**config.mk**
```make
export PLATFORM = sky130hd
export DESIGN_NAME = alu_issue_stage
export DESIGN_NICKNAME = d
export VERILOG_FILES = /design/src/rtl/alu_issue_stage.sv
export SDC_FILE = /design/constraint.sdc
export NUM_CORES = 1
export LEC_CHECK = 0
export BUFFER_PORTS_ARGS = -buffer_cell sky130_fd_sc_hd__buf_2
export CAP_MARGIN = 30
export CORE_MARGIN = 1.5
export CORE_UTILIZATION = 57
export CTS_CLUSTER_SIZE = 40
export DETAILED_ROUTE_END_ITERATION = 8
export PLACE_DENSITY = 0.82
export RECOVER_POWER = 100
export SLEW_MARGIN = 20
export SYNTH_ARGS = -nofsm -noshare
export SYNTH_HDL_FRONTEND = slang
export SYNTH_SLANG_ARGS = --single-unit
```
**constraint.sdc**
```tcl
create_clock -name clk -period 2.85 [get_ports clk]
set_input_delay 0.285 -clock clk [delete_from_list [all_inputs] [get_ports clk]]
set_output_delay 0.285 -clock clk [all_outputs]
set_load 0.02 [all_outputs]
```
**src/rtl/alu_issue_stage.sv**
```systemverilog
// DLX execute-issue stage: decodes opcode/func into ALU selects, picks in2, and registers
// everything through a 2-entry skid buffer. Optional build macro: ALU_ISSUE_ILLEGAL_TRAP_EN.
module alu_issue_stage #(
  parameter int DATA_W  = 32,
  parameter int SHAMT_W = 5
) (
  input  logic              clk,
  input  logic              rst,
  input  logic              in_valid,
  output logic              in_ready,
  input  logic [5:0]        opcode,
  input  logic [5:0]        func,
  input  logic [DATA_W-1:0] rs1_val,
  input  logic [DATA_W-1:0] rs2_val,
  input  logic [15:0]       imm16,
  output logic              out_valid,
  input  logic              out_ready,
  output logic [DATA_W-1:0] alu_in1,
  output logic [DATA_W-1:0] alu_in2,
  output logic [5:0]        alu_sel
`ifdef ALU_ISSUE_ILLEGAL_TRAP_EN
  ,
  output logic              illegal_seen
`endif
);

  // Handshake: a beat moves on a side when valid and ready are both high at the rising edge;
  // valid never depends on ready, and the output registers hold while out_valid & !out_ready.

  localparam logic [5:0] SEL_AND = 6'b000000;
  localparam logic [5:0] SEL_OR  = 6'b000001;
  localparam logic [5:0] SEL_XOR = 6'b000010;
  localparam logic [5:0] SEL_SLL = 6'b000110;
  localparam logic [5:0] SEL_SRA = 6'b000100;
  localparam logic [5:0] SEL_SRL = 6'b000101;
  localparam logic [5:0] SEL_ADD = 6'b100000;
  localparam logic [5:0] SEL_SUB = 6'b111000;
  localparam logic [5:0] SEL_SEQ = 6'b110000;
  localparam logic [5:0] SEL_SNE = 6'b110001;
  localparam logic [5:0] SEL_SLT = 6'b110010;
  localparam logic [5:0] SEL_SGT = 6'b110011;
  localparam logic [5:0] SEL_SLE = 6'b110100;
  localparam logic [5:0] SEL_SGE = 6'b110110;

  localparam logic [1:0] ST_EMPTY = 2'd0;
  localparam logic [1:0] ST_ONE   = 2'd1;
  localparam logic [1:0] ST_FULL  = 2'd2;

  logic [1:0]        state, state_next;
  logic [5:0]        dec_sel;
  logic [DATA_W-1:0] dec_in2;
  logic              dec_legal;
  logic [DATA_W-1:0] imm_sext, imm_zext, shamt_reg, shamt_imm;
  logic [DATA_W-1:0] skid_in1, skid_in2;
  logic [5:0]        skid_sel;
  logic              push, pop;

  assign imm_sext  = {{(DATA_W-16){imm16[15]}}, imm16};
  assign imm_zext  = {{(DATA_W-16){1'b0}}, imm16};
  assign shamt_reg = {{(DATA_W-SHAMT_W){1'b0}}, rs2_val[SHAMT_W-1:0]};
  assign shamt_imm = {{(DATA_W-SHAMT_W){1'b0}}, imm16[SHAMT_W-1:0]};

  always_comb begin
    dec_sel   = SEL_ADD;
    dec_in2   = '0;
    dec_legal = 1'b1;
    if (opcode == 6'h00) begin
      dec_in2 = rs2_val;
      case (func)
        6'h20: dec_sel = SEL_ADD;
        6'h22: dec_sel = SEL_SUB;
        6'h24: dec_sel = SEL_AND;
        6'h25: dec_sel = SEL_OR;
        6'h26: dec_sel = SEL_XOR;
        6'h04: begin dec_sel = SEL_SLL; dec_in2 = shamt_reg; end
        6'h06: begin dec_sel = SEL_SRL; dec_in2 = shamt_reg; end
        6'h07: begin dec_sel = SEL_SRA; dec_in2 = shamt_reg; end
        6'h28: dec_sel = SEL_SEQ;
        6'h29: dec_sel = SEL_SNE;
        6'h2A: dec_sel = SEL_SLT;
        6'h2B: dec_sel = SEL_SGT;
        6'h2C: dec_sel = SEL_SLE;
        6'h2D: dec_sel = SEL_SGE;
        default: begin dec_legal = 1'b0; dec_sel = SEL_ADD; dec_in2 = '0; end
      endcase
    end else begin
      dec_in2 = imm_sext;
      case (opcode)
        6'h08: dec_sel = SEL_ADD;
        6'h0A: dec_sel = SEL_SUB;
        6'h0C: begin dec_sel = SEL_AND; dec_in2 = imm_zext; end
        6'h0D: begin dec_sel = SEL_OR;  dec_in2 = imm_zext; end
        6'h0E: begin dec_sel = SEL_XOR; dec_in2 = imm_zext; end
        6'h14: begin dec_sel = SEL_SLL; dec_in2 = shamt_imm; end
        6'h16: begin dec_sel = SEL_SRL; dec_in2 = shamt_imm; end
        6'h17: begin dec_sel = SEL_SRA; dec_in2 = shamt_imm; end
        6'h18: dec_sel = SEL_SEQ;
        6'h19: dec_sel = SEL_SNE;
        6'h1A: dec_sel = SEL_SLT;
        6'h1B: dec_sel = SEL_SGT;
        6'h1C: dec_sel = SEL_SLE;
        6'h1D: dec_sel = SEL_SGE;
        default: begin dec_legal = 1'b0; dec_sel = SEL_ADD; dec_in2 = '0; end
      endcase
    end
  end

`ifdef ALU_ISSUE_ILLEGAL_TRAP_EN
  // Illegal ops are consumed upstream but never enter the buffer.
  assign push = in_valid & in_ready & dec_legal;
`else
  assign push = in_valid & in_ready;
`endif
  assign pop       = out_valid & out_ready;
  assign out_valid = (state != ST_EMPTY);

  always_comb begin
    state_next = state;
    case (state)
      ST_EMPTY: if (push) state_next = ST_ONE;
      ST_ONE: begin
        if (push && !pop)      state_next = ST_FULL;
        else if (pop && !push) state_next = ST_EMPTY;
      end
      ST_FULL:  if (pop) state_next = ST_ONE;
      default:  state_next = ST_EMPTY;
    endcase
  end

  always_ff @(posedge clk) begin
    if (rst) begin
      state    <= ST_EMPTY;
      in_ready <= 1'b1;
      alu_in1  <= '0;
      alu_in2  <= '0;
      alu_sel  <= '0;
      skid_in1 <= '0;
      skid_in2 <= '0;
      skid_sel <= '0;
    end else begin
      state    <= state_next;
      in_ready <= (state_next != ST_FULL);
      case (state)
        ST_EMPTY: if (push) begin
          alu_in1 <= rs1_val; alu_in2 <= dec_in2; alu_sel <= dec_sel;
        end
        ST_ONE: begin
          if (push && pop) begin
            alu_in1 <= rs1_val; alu_in2 <= dec_in2; alu_sel <= dec_sel;
          end else if (push) begin
            skid_in1 <= rs1_val; skid_in2 <= dec_in2; skid_sel <= dec_sel;
          end
        end
        ST_FULL: if (pop) begin
          alu_in1 <= skid_in1; alu_in2 <= skid_in2; alu_sel <= skid_sel;
        end
        default: ;
      endcase
    end
  end

`ifdef ALU_ISSUE_ILLEGAL_TRAP_EN
  always_ff @(posedge clk) begin
    if (rst) illegal_seen <= 1'b0;
    else if (in_valid && in_ready && !dec_legal) illegal_seen <= 1'b1;
  end
`endif

endmodule

```
==> metrics.txt <==
status finished clean; register bit total from synthesis 143; CP Capture Type flip-flop; EDFF count, synth 0; Mean Syn Cell Area 7.89 µm²; initial antenna violation count 0; CTS Hold Bufs 8; wire per inst 14.8 µm; setup TNS 0 ns; Synth top area share a little under half; dominant cell by count in the synthesized netlist nand2_1; drt pass-1 iters 5; cells taking the most area after synthesis dfxtp_1 (45%), nand2_1 (11%), nor2_1 (6.0%), a21oi_1 (5.8%), a311oi_1 (5.8%); Setup CP Type flip-flop to flip-flop; # DRC 0; Nets about 1000; total grt overflow 0; Crit-path slowest cell nand2b_1; worst slew pin tran 1.26 ns; hpwl dp roughly 10000 µm; Max VDD drop between 0.4 and 0.5 mV; Inst Count DP around 1100; Worst R2R Start state[1]; netlist area before placement ~6300 µm²; clock buffer depth 2; Fmax achieved 0.428 GHz; total CTS buffers 17; Iteration-0 DRC Markers 535; latest clock arrival within the worst-skew pair 0.51 ns; Data arrival, critical path 2.74 ns; pwr dens roughly 650 nW/µm²; layout cells sized above 1 16.6%; Fin. Hold Viols 0; crit path time final 2.34 ns; Resize count post-CTS 0; GP Congestion ~0.88; initial core utilization approximately three fifths; min-delay src rs2_val[16]; Async SR Flop Fraction 0%; CP Cell Sequence nand2b_1 > buf_4 > buf_4 > o21ai_0 > o21ai_1; Cells after Synth roughly 800; Core ar. about 11000 µm²; largest net degree at the start of global routing 69; drt total wl 16200 µm; number of vias per cell 5.66; row count 38; final setup violation count 0; setup skew after layout 0.00939 ns; Critical Path Fanout Max 31; hold_ws slightly below 0.02 ns; GR Util All Layers 27.6%; Final Non-Filler Cells 1094; Die X 108 µm; Clock Sinks 143; Final Max Tran Viols 0; critical path startpoint category flip-flop; fillcell total 915; footprint of the multi-input gates 3110 µm²; Synth Flop Type dfxtp_1; vias in the first global route 5337; synth unique cells 59; first-pass GRT wire length 25800 µm; synthesis-to-layout area growth 22.3%; cell mode on critical path buf_4; worst setup path startpoint state[1]; Max-cap violations 0; root buf cell clkbuf_8; syn_nets 900; CP Data Required Time around 3.3 ns; Ys Warns 0; top cell type by total area after synthesis dfxtp_1; max incr delay on CP ~0.75 ns; Die Ht 108 µm; Final Cycle Share ~80%; Slew HR 15.8%; register area share after synthesis approximately 45%; antenna viol nets, final 0; Die ar. 11800 µm²; P_leak 2.91 nW; total power between 5 and 6 mW; Hold Path Class primary input to flip-flop; CTS H-tree lvls 4; # IOs 168; unrepaired setup endpoints after global routing false; # diodes 0; Post-synth top cells nand2_1 (181), dfxtp_1 (143), nor2_1 (101); TritonCTS clock tree built; postcts setup bufs 0; Clock transition at path regs 0.06 ns; FF/Latch Area 2860 µm²; Port-buffer cells 167; vias after detailed routing between 6000 and 7000
==> path summary, 6_finish.rpt <==
path	end	slack, ns	cells after the start
min	skid_in2[16]	0.02	3
min reg2reg	skid_in1[25]	0.45	2
max reg2reg	alu_in2[25]	0.51	5
max	alu_in2[25]	0.51	5
==> through the flow <==
step | utilization, % | worst slack [ns] | instance area [µm²]
2_1_floorplan | - | 1.18 | 6340
3_3_place_gp | 66.1 | 0.855 | 7170
3_5_place_dp | 66.1 | 0.804 | 7170
4_1_cts | 72.5 | 0.858 | 7860
5_1_grt | 71.5 | 0.337 | 7750
6_report | 71.5 | 0.514 | 7750
==> logic make-up after synthesis <==
logic type      count (synthesis)  share of synthesized area (%)
compound gates                231                           24.7
xor+xnor                        1                          0.138
simple gates                  345                           23.5
flops                         143                           45.1
buf+inv                        81                           6.00
mux                             3                          0.493
==> worst max-delay path, delay by kind of cell (launching register included) <==
family	cells	cell delay, ns
buffers and inverters	2	0.70
and+or+nand+nor	1	0.75
DFF	1	0.55
AOI/OAI and AO/OA	2	0.22
==> report_power, final <==
part / switching (mW) / internal, mW / leakage, nW
Combinational: 0.413 / 0.228 / 1.46
Clock: 0.888 / 1.38 / 0.288
Sequential: 0.0583 / 2.11 / 1.17
Total: 1.36 / 3.71 / 2.91
==> cell usage in the layout, fill, tap and decap left out, types with 3 or more instances in the layout <==
cell | synthesis | final
a311oi_1 | 42 | 42
nor3_1 | 11 | 11
a21oi_1 | 74 | 74
buf_4 | 3 | 17
nand2_1 | 181 | 181
o21ai_1 | 22 | 12
buf_2 | 28 | 94
dlygate4sd3_1 | 0 | 8
bufinv_16 | 0 | 3
a22oi_1 | 11 | 11
a22o_1 | 12 | 12
nor2b_1 | 7 | 6
nand2b_1 | 7 | 7
clkbuf_16 | 0 | 16
clkbuf_1 | 39 | 73
o2111ai_1 | 3 | 3
inv_1 | 5 | 5
nor4_1 | 5 | 5
dfxtp_1 | 143 | 143
clkinvlp_4 | 0 | 3
inv_6 | 0 | 5
o21ai_0 | 16 | 26
a211oi_1 | 32 | 33
nand3b_1 | 9 | 9
nor2_1 | 101 | 99
==> routing by layer <==
layer / wire length, µm / vias up / share of wire [%] / global-route usage [%]
met4: 256 / 0 / 1.6 / 10.3
met3: 1140 / 21 / 7.1 / 6.27
met2: 7600 / 245 / 47 / 43.7
li1: - / 3103 / - / -
met1: 7160 / 2823 / 44 / 36.7
met5: 0 / - / 0 / 0
==> state kept, by name, indices dropped and copies added (netlist names) <==
register  cells
in_ready      1
alu_in2      32
skid_in1     32
state         2
alu_sel       6
skid_sel      6
alu_in1      32
skid_in2     32
==> layout make-up <==
cell class / count / share of cell area [%]
multi-input combinational: 580 / 40.1
sequential: 143 / 36.9
timing repair buffer: 194 / 12.6
clock buffer: 19 / 5.57
clock inverter: 13 / 2.28
tap: 140 / 2.26
inverter: 5 / 0.242
No activity file was read; power rests on OpenSTA's default activity.
